File: src/rtl/br_update_queue.sv
`default_nettype none
// ============================================================================
// Module      : br_update_queue
// Description : In-order queue from branch resolution to the predictor update
//               ports. Drained slots never share a PHT index in one cycle.
// Revision    : 1.0 - initial release
// ============================================================================
module br_update_queue #(
    parameter int IN_WIDTH   = 2,
    parameter int OUT_WIDTH  = 2,
    parameter int DEPTH      = 8,
    parameter int ADDR_WIDTH = 32,
    parameter int INDEX_BITS = 10,
    parameter int INDEX_LSB  = 2,
    parameter int HIST_BITS  = 10,
    parameter int CTR_WIDTH  = 2
) (
    input  logic                            clk,
    input  logic                            rst,
    input  logic [IN_WIDTH-1:0]             in_valid,
    input  logic [IN_WIDTH*ADDR_WIDTH-1:0]  in_addr,
    input  logic [IN_WIDTH-1:0]             in_taken,
    input  logic [IN_WIDTH-1:0]             in_mispred,
    input  logic [IN_WIDTH-1:0]             in_cond,
    input  logic [IN_WIDTH*HIST_BITS-1:0]   in_hist,
    input  logic [IN_WIDTH*CTR_WIDTH-1:0]   in_ctr,
    output logic                            in_ready,
    input  logic                            drain_en,
    output logic [OUT_WIDTH-1:0]            out_valid,
    output logic [OUT_WIDTH*INDEX_BITS-1:0] out_index,
    output logic [OUT_WIDTH*HIST_BITS-1:0]  out_hist,
    output logic [OUT_WIDTH-1:0]            out_taken,
    output logic [OUT_WIDTH-1:0]            out_mispred,
    output logic [OUT_WIDTH-1:0]            out_cond,
    output logic [OUT_WIDTH*CTR_WIDTH-1:0]  out_ctr_next,
    output logic [$clog2(DEPTH):0]          count,
    output logic                            overflow
);
    localparam int PTR_W = $clog2(DEPTH);
    localparam int CNT_W = PTR_W + 1;
    localparam logic [CNT_W-1:0]     C_IN_LIMIT = CNT_W'(DEPTH - IN_WIDTH);
    localparam logic [CTR_WIDTH-1:0] C_CTR_MAX  = '1;

    // Only the index field of the PC is kept; the rest is deliberately dropped.
    logic [INDEX_BITS-1:0] idx_q  [DEPTH];
    logic [HIST_BITS-1:0]  hist_q [DEPTH];
    logic [CTR_WIDTH-1:0]  ctr_q  [DEPTH];
    logic [DEPTH-1:0]      taken_q, mispred_q, cond_q;

    logic [PTR_W-1:0] head_q, head_d, tail_q, tail_d;
    logic [CNT_W-1:0] count_q, count_d;
    logic             overflow_q, overflow_d;

    logic [PTR_W-1:0] w_wr_ptr [IN_WIDTH];
    logic [PTR_W-1:0] w_rd_ptr [OUT_WIDTH];
    logic [CNT_W-1:0] w_push_cnt, w_pop_cnt;
    logic             w_push_en, w_blocked, w_collide;
    logic             w_unused_addr;

    assign w_unused_addr = ^in_addr;
    assign in_ready      = (count_q <= C_IN_LIMIT);
    assign w_push_en     = in_ready;
    assign count         = count_q;
    assign overflow      = overflow_q;

    // Compact valid slots onto consecutive entries starting at tail.
    always_comb begin
        w_push_cnt = '0;
        for (int i = 0; i < IN_WIDTH; i++) begin
            w_wr_ptr[i] = tail_q + w_push_cnt[PTR_W-1:0];
            w_push_cnt  = w_push_cnt + CNT_W'(in_valid[i]);
        end
    end

    // A slot drains only if every earlier slot drains and no earlier slot
    // targets the same PHT index; the first blocked slot stops the scan.
    always_comb begin
        w_pop_cnt = '0;
        w_blocked = 1'b0;
        w_collide = 1'b0;
        out_valid = '0;
        for (int k = 0; k < OUT_WIDTH; k++) begin
            w_rd_ptr[k] = head_q + PTR_W'(k);
            w_collide   = 1'b0;
            for (int j = 0; j < k; j++) begin
                if (idx_q[w_rd_ptr[j]] == idx_q[w_rd_ptr[k]]) begin
                    w_collide = 1'b1;
                end
            end
            if (drain_en && !w_blocked && !w_collide && (count_q > CNT_W'(k))) begin
                out_valid[k] = 1'b1;
                w_pop_cnt    = w_pop_cnt + CNT_W'(1);
            end else begin
                w_blocked = 1'b1;
            end
        end
    end

    always_comb begin
        head_d     = head_q + w_pop_cnt[PTR_W-1:0];
        tail_d     = tail_q;
        count_d    = count_q - w_pop_cnt;
        overflow_d = overflow_q | ((|in_valid) & ~in_ready);
        if (w_push_en) begin
            tail_d  = tail_q + w_push_cnt[PTR_W-1:0];
            count_d = count_q + w_push_cnt - w_pop_cnt;
        end
    end

    generate
        for (genvar k = 0; k < OUT_WIDTH; k++) begin : g_out
            logic [CTR_WIDTH-1:0] w_ctr;
            assign w_ctr = ctr_q[w_rd_ptr[k]];
            assign out_index[k*INDEX_BITS +: INDEX_BITS] = idx_q[w_rd_ptr[k]];
            assign out_hist[k*HIST_BITS +: HIST_BITS]    = hist_q[w_rd_ptr[k]];
            assign out_taken[k]   = taken_q[w_rd_ptr[k]];
            assign out_mispred[k] = mispred_q[w_rd_ptr[k]];
            assign out_cond[k]    = cond_q[w_rd_ptr[k]];
            assign out_ctr_next[k*CTR_WIDTH +: CTR_WIDTH] =
                taken_q[w_rd_ptr[k]] ? ((w_ctr == C_CTR_MAX) ? w_ctr : w_ctr + CTR_WIDTH'(1))
                                     : ((w_ctr == '0)        ? w_ctr : w_ctr - CTR_WIDTH'(1));
        end
    endgenerate

    always_ff @(posedge clk) begin
        if (rst) begin
            head_q     <= '0;
            tail_q     <= '0;
            count_q    <= '0;
            overflow_q <= 1'b0;
        end else begin
            head_q     <= head_d;
            tail_q     <= tail_d;
            count_q    <= count_d;
            overflow_q <= overflow_d;
        end
    end

    always_ff @(posedge clk) begin
        if (!rst && w_push_en) begin
            for (int i = 0; i < IN_WIDTH; i++) begin
                if (in_valid[i]) begin
                    idx_q[w_wr_ptr[i]]     <= in_addr[i*ADDR_WIDTH + INDEX_LSB +: INDEX_BITS];
                    hist_q[w_wr_ptr[i]]    <= in_hist[i*HIST_BITS +: HIST_BITS];
                    ctr_q[w_wr_ptr[i]]     <= in_ctr[i*CTR_WIDTH +: CTR_WIDTH];
                    taken_q[w_wr_ptr[i]]   <= in_taken[i];
                    mispred_q[w_wr_ptr[i]] <= in_mispred[i];
                    cond_q[w_wr_ptr[i]]    <= in_cond[i];
                end
            end
        end
    end
endmodule
`default_nettype wire
File: config.mk
export PLATFORM = sky130hd
export DESIGN_NAME = br_update_queue
export DESIGN_NICKNAME = d
export VERILOG_FILES = /design/src/rtl/br_update_queue.sv
export SDC_FILE = /design/constraint.sdc
export NUM_CORES = 1
export LEC_CHECK = 0
export CORE_UTILIZATION = 50
export CTS_BUF_LIST = sky130_fd_sc_hd__clkbuf_16
export DETAILED_ROUTE_END_ITERATION = 16
export PLACE_DENSITY = 0.73
export SLEW_MARGIN = 20
export SYNTH_ARGS = -nofsm -noshare
export SYNTH_HDL_FRONTEND = slang
export SYNTH_SLANG_ARGS = --single-unit
File: constraint.sdc
create_clock -name clk -period 4.4 [get_ports clk]
set_input_delay 0.66 -clock clk [delete_from_list [all_inputs] [get_ports clk]]
set_output_delay 0.66 -clock clk [all_outputs]
set_load 0.02 [all_outputs]
==> flow_summary.yaml, run 1 <==
run_status:
  outcome: "complete, no violations"
worst_setup_path:
  startpoint: "head_q[0]$_SDFF_PP0_"
  arrival_ns: 3.55
  path_cells: "clkbuf_8 -> buf_8 -> mux4_2 -> nand2_1 -> nand2_1 -> maj3_1 -> clkdlybuf4s50_1"
  path_buf_inv: 3
  critPathTopFamily: "buffers and inverters"
  r2r-start: "head_q[1]$_SDFF_PP0_"
  slowest_stage: "mux4_2"
  cp_slowest_stage_delay_ns: 0.59
  crit_type: "register to output pin"
  required_ns: 3.74
  crit_fanout: 58
  crit_path_end_kind: "output pin"
  start_kind: "register"
  cp_common_cell: "nand2_1"
die:
  start_util_pct: 50.9
  dieHeight_um: 165
  die_w_um: 165
  dieArea_um2: 27200
  core.rowCount: 59
  coreArea_um2: 26100
  boundaryPins: 157
placement:
  placedCellCount: 1345
  portBuffers: 112
  dp_hpwl_mm: 19.8
  globalplace.congestion: 0.871
detailed_routing:
  postRouteAntennaNets: 0
  wirelength_mm: 34.2
  drt-wirelength-per-cell_um: 24.5
  vias: 8588
  drt_iter0_drc: 747
  drt-vias-per-instance: 6.15
  drt-pass1-iter-count: 5
  drc: 0
clock_network:
  clk_latency_ns: 0.53
  root_buffer: "clkbuf_16"
  clk_pin_slew_worst_paths_ns: 0.06
  cts_buffer_depth: 3
  cts_tree: "yes"
  h-tree-depth: 1
  cts_made_buffers: 25
  clock_sinks: 211
synthesis:
  synth_area_um2: 13300
  yosysSeqAreaShare_pct: 47.0
  synth_edf_count: 200
  synth_cell_types: 45
  syn-num-nets: 1038
  ys_warn_count: 0
  async_flop_share_pct: 0
  syn_area_per_cell_um2: 14.5
  yosys_register_bits: 211
  synth_top_flop_cell: "edfxtp_1"
  synthCells: 917
sta:
  whs_ns: 0.472
  hold_viol: 0
  period_share_pct: 95.7
  fmax_mhz: 237
  tightest_slew_ns: 0.519
  slew_headroom_pct: 65.4
  finalSetupViolations: 0
  clock_skew_ns: 0.0140
  drv_slew: 0
  finalCriticalPeriod_ns: 4.21
global_routing:
  antenna_found_initial: 1
  grt_remaining_overflow: 0
  grt_max_degree: 59
  grt_pass1_vias: 8645
  track_usage_pct: 25.5
  grt_pass1_wl_mm: 50.7
worst_hold_path:
  holdCritStartpoint: "overflow$_SDFF_PP0_"
  hold_path.class: "register to register"
power_and_ir_drop:
  power.density_nw_per_um2: 657
  leakage_nw: 5.44
  power_w: 0.0105
  ir_drop_mv: 0.611
final_layout:
  drive_above_1_share_pct: 38.9
  final_cells: 1397
  nFillCells: 2002
  seqCellArea_um2: 6230
  area_delta_synth_final_pct: 20.2
  multiInputGateArea_um2: 6730
  antenna_cells: 0
  nets: 1164
run:
  cap_violations: 0
-- routing by layer --
layer | global-route usage (%) | share of wire, % | vias to the layer above
li1 | - | - | 3835
met1 | 33.7 | 40 | 4343
met2 | 43.8 | 50 | 343
met3 | 3.62 | 7.4 | 65
met4 | 7.09 | 2.5 | 2
met5 | 0 | 0.032 | -
-- worst min-delay path, delay by kind of cell, from the launching register on --
family        cells  cell delay, ns
flops             1            0.32
simple gates      2            0.12
-- sequential cells by signal, indices dropped and copies added (netlist names) --
signal / count
hist_q: 80
idx_q: 80
ctr_q: 16
cond_q: 8
mispred_q: 8
taken_q: 8
count: 4
head_q: 3
tail_q: 3
overflow: 1
-- cell type report --
class                      count  area share, %
clock buffer                  25           3.93
clock inverter                21           1.04
inverter                      27          0.636
multi-input combinational    613           42.2
sequential                   211           39.1
tap                          335           2.63
timing repair buffer         165           10.4
-- path summary, 6_finish.rpt --
check,end,slack [ns],cells after the start
min,overflow$_SDFF_PP0_,0.47,2
max reg2reg,count[3]$_SDFF_PP0_,0.22,17
min reg2reg,overflow$_SDFF_PP0_,0.47,2
max,out_ctr_next[3],0.19,7
-- report_power, final --
part	leakage (nW)	internal [W]	switching [W]
Sequential	1.92	0.00256	0.000175
Combinational	3.12	0.00287	0.00286
Clock	0.406	0.00116	0.000839
Total	5.44	0.00659	0.00387
-- timing repair --
item                       4_1_cts  5_1_grt
cloned                           1        1
pin swaps                        0        1
hold buffers                     0        0
gates resized for setup          3       16
setup buffers                    1        3
setup endpoints to repair       10        6
-- cell usage in the layout (no fill, tap or decap), types with 4 or more instances in the layout --
master,Yosys,layout
a211oi_1,6,6
a21oi_1,19,13
a21oi_4,0,5
buf_4,3,43
clkbuf_16,0,26
clkdlybuf4s50_1,0,111
clkinv_1,0,5
clkinv_2,0,4
dfxtp_1,11,8
edfxtp_1,200,200
fa_1,5,5
ha_1,17,15
inv_1,27,33
maj3_1,4,4
mux2_2,204,204
mux2i_1,55,50
mux2i_2,0,4
mux4_2,93,93
nand2_1,71,71
nand3_1,4,4
nand3b_1,6,6
nand4_1,4,4
nor2_1,38,31
nor2_2,0,7
nor3_1,12,12
nor3b_1,9,9
o21ai_0,13,13
xnor2_1,13,12
xor2_1,15,15
-- per-stage QoR --
stage	cell area (um2)	TNS, ns	setup slack [ns]	util (%)
after floorplan	13300	0	0.135	-
after global placement	15000	0	0.168	57.4
after detailed placement	15000	0	0.112	57.4
after CTS	15800	0	0.0448	60.7
after global routing	15900	-0.0105	-0.0105	61.1
final	15900	0	0.189	61.1
-- synth_stat cells, drive strengths merged, types with 14 or more instances --
library cell | number | share of area, %
mux2 | 205 | 17
edfxtp | 200 | 45
mux4 | 93 | 16
nand2 | 71 | 2.0
mux2i | 55 | 4.2
buf | 53 | 2.2
nor2 | 38 | 1.1
inv | 27 | 0.76
a21oi | 19 | 0.72
ha | 17 | 1.6
xor2 | 16 | 1.2
xnor2 | 14 | 1.1
-- cells by family after synthesis --
logic type | count (synthesis) | share of synthesized area [%]
muxes | 353 | 37.4
DFF | 211 | 47.0
and+or+nand+nor | 157 | 5.41
buffers and inverters | 93 | 3.29
AOI/OAI and AO/OA | 47 | 2.04
xor gates and xnor gates | 30 | 2.27
adders and majority gates | 26 | 2.66
(Power assumes the default switching activity.)
==> run 2, diff against run 1 <==
--- a/config.mk
+++ b/config.mk
@@ -5,9 +5,12 @@
 export SDC_FILE = /design/constraint.sdc
 export NUM_CORES = 1
 export LEC_CHECK = 0
+export ABC_CLOCK_PERIOD_IN_PS = 4400
+export CORE_MARGIN = 5
 export CORE_UTILIZATION = 50
 export CTS_BUF_LIST = sky130_fd_sc_hd__clkbuf_16
 export DETAILED_ROUTE_END_ITERATION = 16
+export MAX_ROUTING_LAYER = met4
 export PLACE_DENSITY = 0.73
 export SLEW_MARGIN = 20
 export SYNTH_ARGS = -nofsm -noshare
==> run 2 against run 1 <==
Total power fell by 0.65%. Highest routed layer is now met4. Critical path type is now register to register. Core utilization about the same. Flip-flop and latch count did not move. Combinational power fell by 0.9%. Largest power group unchanged. Register-to-register slack worse by 0.07 ns.
==> flow_summary.yaml, run 2 (synthesized netlist as in run 1, its figures left out) <==
clock_network:
  hold_buffers: 0
  cts_buffer_depth: 3
  clock_sinks: 211
  clk_latency_ns: 0.53
  h-tree-depth: 1
  cts_made_buffers: 25
  clk_pin_slew_worst_paths_ns: 0.06
  root_buffer: "clkbuf_16"
  cts_tree: "yes"
final_layout:
  area_delta_synth_final_pct: 20.2
  nets: 1167
  final_core_util_pct: 61.1
  final_common_cell: "mux2_2"
  nFillCells: 1957
  most-common-layout-cells: "mux2_2, edfxtp_1, clkdlybuf4s50_1"
  seqCellArea_um2: 6230
  antenna_cells: 0
  drive_above_1_share_pct: 38.6
  multiInputGateArea_um2: 6720
detailed_routing:
  drc: 0
  drt-pass1-iter-count: 5
  drt-wirelength-per-cell_um: 25.2
  drt-vias-per-instance: 6.17
  wirelength_mm: 35.3
  postRouteAntennaNets: 0
  vias: 8635
  drt_iter0_drc: 863
power_and_ir_drop:
  power.density_nw_per_um2: 653
  ir_drop_mv: 0.435
  power_w: 0.0104
  leakage_nw: 5.46
worst_setup_path:
  path_cells: "ha_4 -> mux4_2 -> mux2_2 -> xor2_1 -> nor4_1 -> buf_4 -> a31oi_2 -> ha_2 -> fa_1 -> inv_1 -> ha_1 -> a21o_1 -> a21oi_1 -> xnor2_1 -> a211oi_1"
  start_kind: "register"
  r2r_cells: 15
  r2r-start: "head_q[0]$_SDFF_PP0_"
  slowest_stage: "mux4_2"
  cp_slowest_stage_delay_ns: 0.53
  timing.rr.end: "count[3]$_SDFF_PP0_"
  crit_path_end_kind: "register"
  reg2reg_slack_ns: 0.15
  crit_fanout: 8
  crit_type: "register to register"
  arrival_ns: 4.68
  required_ns: 4.83
placement:
  portBuffers: 112
  dp_hpwl_mm: 20.8
  globalplace.congestion: 0.788
  pre_cts_slack_ns: 0.129
die:
  dieHeight_um: 173
  start_util_pct: 50.9
  boundaryPins: 157
  coreArea_um2: 26100
  core.rowCount: 59
  die_w_um: 173
  dieArea_um2: 29900
sta:
  period_share_pct: 96.5
  fmax_mhz: 235
  fin_ws_ns: 0.153
  drv_slew: 0
  slew_headroom_pct: 66.8
  finalCriticalPeriod_ns: 4.25
  finalSetupViolations: 0
  clock_skew_ns: 0.0170
  tightest_slew_ns: 0.496
  rsz0062_at_grt: "true"
  hold_viol: 0
worst_hold_path:
  holdCritStartpoint: "overflow$_SDFF_PP0_"
  hold_depth: 2
  hold_path.class: "register to register"
  min_to: "overflow$_SDFF_PP0_"
global_routing:
  grt_pass1_wl_mm: 53.4
  grt_max_degree: 106
  grt_pass1_vias: 8854
  antenna_found_initial: 0
  grt_remaining_overflow: 0
  track_usage_pct: 23.4
run:
  cap_violations: 0
run_status:
  outcome: "complete, no violations"
run 2: area by class of cell:
type                       instances  area share, %
sequential                       211           39.1
clock buffer                      25           3.93
multi-input combinational        613           42.2
clock inverter                    21          0.911
inverter                          27          0.636
timing repair buffer             168           10.6
tap                              335           2.63
run 2: worst max path at each step:
stage,from,endpoint,slack [ns]
floorplan,head_q[0]$_SDFF_PP0_,count[3]$_SDFF_PP0_,0.13
global placement,head_q[1]$_SDFF_PP0_,count[3]$_SDFF_PP0_,0.14
detailed placement,head_q[1]$_SDFF_PP0_,count[3]$_SDFF_PP0_,0.13
CTS,head_q[0]$_SDFF_PP0_,out_valid[1],0.04
global route,head_q[0]$_SDFF_PP0_,count[3]$_SDFF_PP0_,-0.007
finish,head_q[0]$_SDFF_PP0_,count[3]$_SDFF_PP0_,0.15
run 2: report_power, final:
part / switching, W / internal [W]
clock network: 0.000828 / 0.00114
registers: 0.000185 / 0.00256
logic: 0.00286 / 0.00282
run 2: metal layers:
layer,vias up,global-route usage (%),wire length [um],part of all wire [%]
li1,3849,-,-,-
met1,4378,32.6,14800,42
met2,352,37.5,17200,49
met3,56,2.90,2520,7.1
met4,0,5.11,766,2.2
met5,-,-,0,0
run 2: stage by stage:
stage | instances | hold WS (ns) | area (um2) | TNS, ns
final | 1400 | 0.477 | 15900 | 0
after CTS | 1393 | 0.488 | 15800 | 0
after floorplan | 917 | 0.542 | 13300 | 0
after global placement | 1347 | 0.451 | 15000 | 0
after detailed placement | 1347 | 0.474 | 15000 | 0
after global routing | 1400 | 0.531 | 15900 | -0.00724
run 2: what timing repair did:
action / in CTS / in global routing
buffers inserted: 0 / 4
pin swaps: 0 / 2
cloned: 0 / 3
setup endpoints to repair: 1 / 3
resized for setup: 2 / 11
run 2: critical path: cells and delay by family (launching register included):
kind | cells | cell delay [ns]
buffers and inverters | 2 | 0.24
DFF | 1 | 0.38
adders and majority gates | 4 | 1.43
xor gates and xnor gates | 2 | 0.27
AOI/OAI and AO/OA | 4 | 0.70
and+or+nand+nor | 1 | 0.29
muxes | 2 | 0.84
==> run 3, diff against run 2 <==
==> constraint.sdc (replaced) <==
create_clock -name clk -period 4.4 [get_ports clk]
set_input_delay 0.66 -clock clk [delete_from_list [all_inputs] [get_ports clk]]
set_output_delay 0.66 -clock clk [all_outputs]
set_load 0.05 [all_outputs]
==> run 3 against run 2 <==
Register-to-register slack improved by 0.04 ns. Final cell count increased by 0.50%. Clock power increased by 7%. Critical path depth increased by 2. Combinational power increased by 18%. Sequential share of layout area decreased by 0.24 points. Total power increased by 11%. Non-clock buffer count increased by 5. Critical path type unchanged. Largest power group unchanged.
==> flow_summary.yaml, run 3 (synthesized netlist as in run 1, its figures left out) <==
run_status:
  outcome: "complete, no violations"
detailed_routing:
  drt-vias-per-instance: 6.21
  drt_iter0_drc: 775
  drc: 0
  drt-wirelength-per-cell_um: 24.9
  postRouteAntennaNets: 0
  vias: 8734
  wirelength_mm: 35.1
  drt-pass1-iter-count: 6
die:
  die_w_um: 173
  boundaryPins: 157
  start_util_pct: 50.9
  dieHeight_um: 173
  coreArea_um2: 26100
  dieArea_um2: 29900
  core.rowCount: 59
final_layout:
  final_common_cell: "mux2_2"
  most-common-layout-cells: "mux2_2, edfxtp_1, clkdlybuf4s50_1"
  area_delta_synth_final_pct: 20.9
  nFillCells: 1958
  drive_above_1_share_pct: 40.4
  nets: 1172
clock_network:
  clk_pin_slew_worst_paths_ns: 0.06
  hold_buffers: 0
  cts_tree: "yes"
  clk_latency_ns: 0.54
  cts_buffer_depth: 3
  h-tree-depth: 1
  root_buffer: "clkbuf_16"
  cts_made_buffers: 25
  clock_sinks: 211
placement:
  portBuffers: 112
  globalplace.congestion: 0.795
  dp_hpwl_mm: 20.8
  pre_cts_slack_ns: 0.0960
power_and_ir_drop:
  leakage_nw: 5.49
  power.density_nw_per_um2: 720
  power_w: 0.0115
  ir_drop_mv: 1.25
sta:
  fin_ws_ns: 0.193
  period_share_pct: 95.6
  rsz0062_at_grt: "false"
  fmax_mhz: 238
  tns_ns: 0
  slew_headroom_pct: 65.3
  clock_skew_ns: 0.0125
  tightest_slew_ns: 0.518
  hold_viol: 0
  finalSetupViolations: 0
  finalCriticalPeriod_ns: 4.21
  drv_slew: 0
  whs_ns: 0.471
global_routing:
  antenna_found_initial: 2
  use_met1_pct: 31.2
  grt.busiest_layer: "met2"
  met3_usage_pct: 3.52
  grt_pass1_vias: 8832
  grt_use_met2_pct: 37.6
  grt_remaining_overflow: 0
  track_usage_pct: 23.2
  grt_pass1_wl_mm: 53.1
  grt_max_degree: 106
worst_setup_path:
  arrival_ns: 4.65
  crit_fanout: 18
  start_kind: "register"
  required_ns: 4.84
  crit_type: "register to register"
  crit_path_end_kind: "register"
run:
  cap_violations: 0
worst_hold_path:
  hold_path.class: "register to register"
-- run 3: timing repair --
item | in CTS | in global routing
setup buffers | 0 | 13
gates resized for setup | 0 | 7
hold endpoints to repair | 0 | 0
endpoints found under the setup margin | 0 | 2
-- run 3: per-layer routing --
metal  wire length [um]  part of all wire [%]  vias to the layer above
li1                   -                     -                     3853
met1              14400                    41                     4467
met2              17400                    50                      366
met3               2630                   7.5                       48
met4                625                   1.8                        0
met5                  0                     0                        -
-- run 3: worst paths after layout --
path	startpoint	end	slack [ns]	depth (start not counted)
setup reg to reg	head_q[0]$_SDFF_PP0_	count[3]$_SDFF_PP0_	0.19	17
hold reg to reg	overflow$_SDFF_PP0_	overflow$_SDFF_PP0_	0.47	2
setup / recovery	head_q[0]$_SDFF_PP0_	count[3]$_SDFF_PP0_	0.19	17
hold / removal	overflow$_SDFF_PP0_	overflow$_SDFF_PP0_	0.47	2
-- run 3: per-stage QoR --
step | area [um2] | std cells | util (%)
6_report | 16000 | 1407 | 61.5
5_1_grt | 16000 | 1407 | 61.5
4_1_cts | 15800 | 1391 | 60.8
3_5_place_dp | 15000 | 1345 | 57.6
3_3_place_gp | 15000 | 1345 | 57.6
2_1_floorplan | 13300 | 917 | -
-- run 3: report_power, final --
| group | total (W) | switching [W] | internal [W] |
|---|---|---|---|
| combinational | 0.00670 | 0.00386 | 0.00284 |
| clock | 0.00210 | 0.000839 | 0.00127 |
| sequential | 0.00274 | 0.000181 | 0.00256 |
-- run 3: final cells by class --
class	count	area (um2)	share of cell area [%]
repair buffers	173	1710	10.6
diodes	2	5.00	0.0312
inverters	27	101	0.632
well taps	335	419	2.62
flip-flops and latches	211	6230	38.9
clock buffers	25	626	3.90
clock inverters	21	199	1.24
multi-input cells	613	6740	42.0
-- run 3: critical path, cell delays in order (launching register included) --
cell and delay (ns):
dfxtp_4 0.42, ha_4 0.21, xor2_4 0.19, buf_12 0.18
mux4_2 0.30, mux2_2 0.30, xor2_1 0.18, nor4_2 0.26
buf_4 0.18, a31oi_4 0.09, ha_2 0.23, fa_1 0.56
inv_1 0.06, ha_1 0.28, a21o_1 0.19, a21oi_1 0.18
xnor2_1 0.08, a211oi_1 0.21
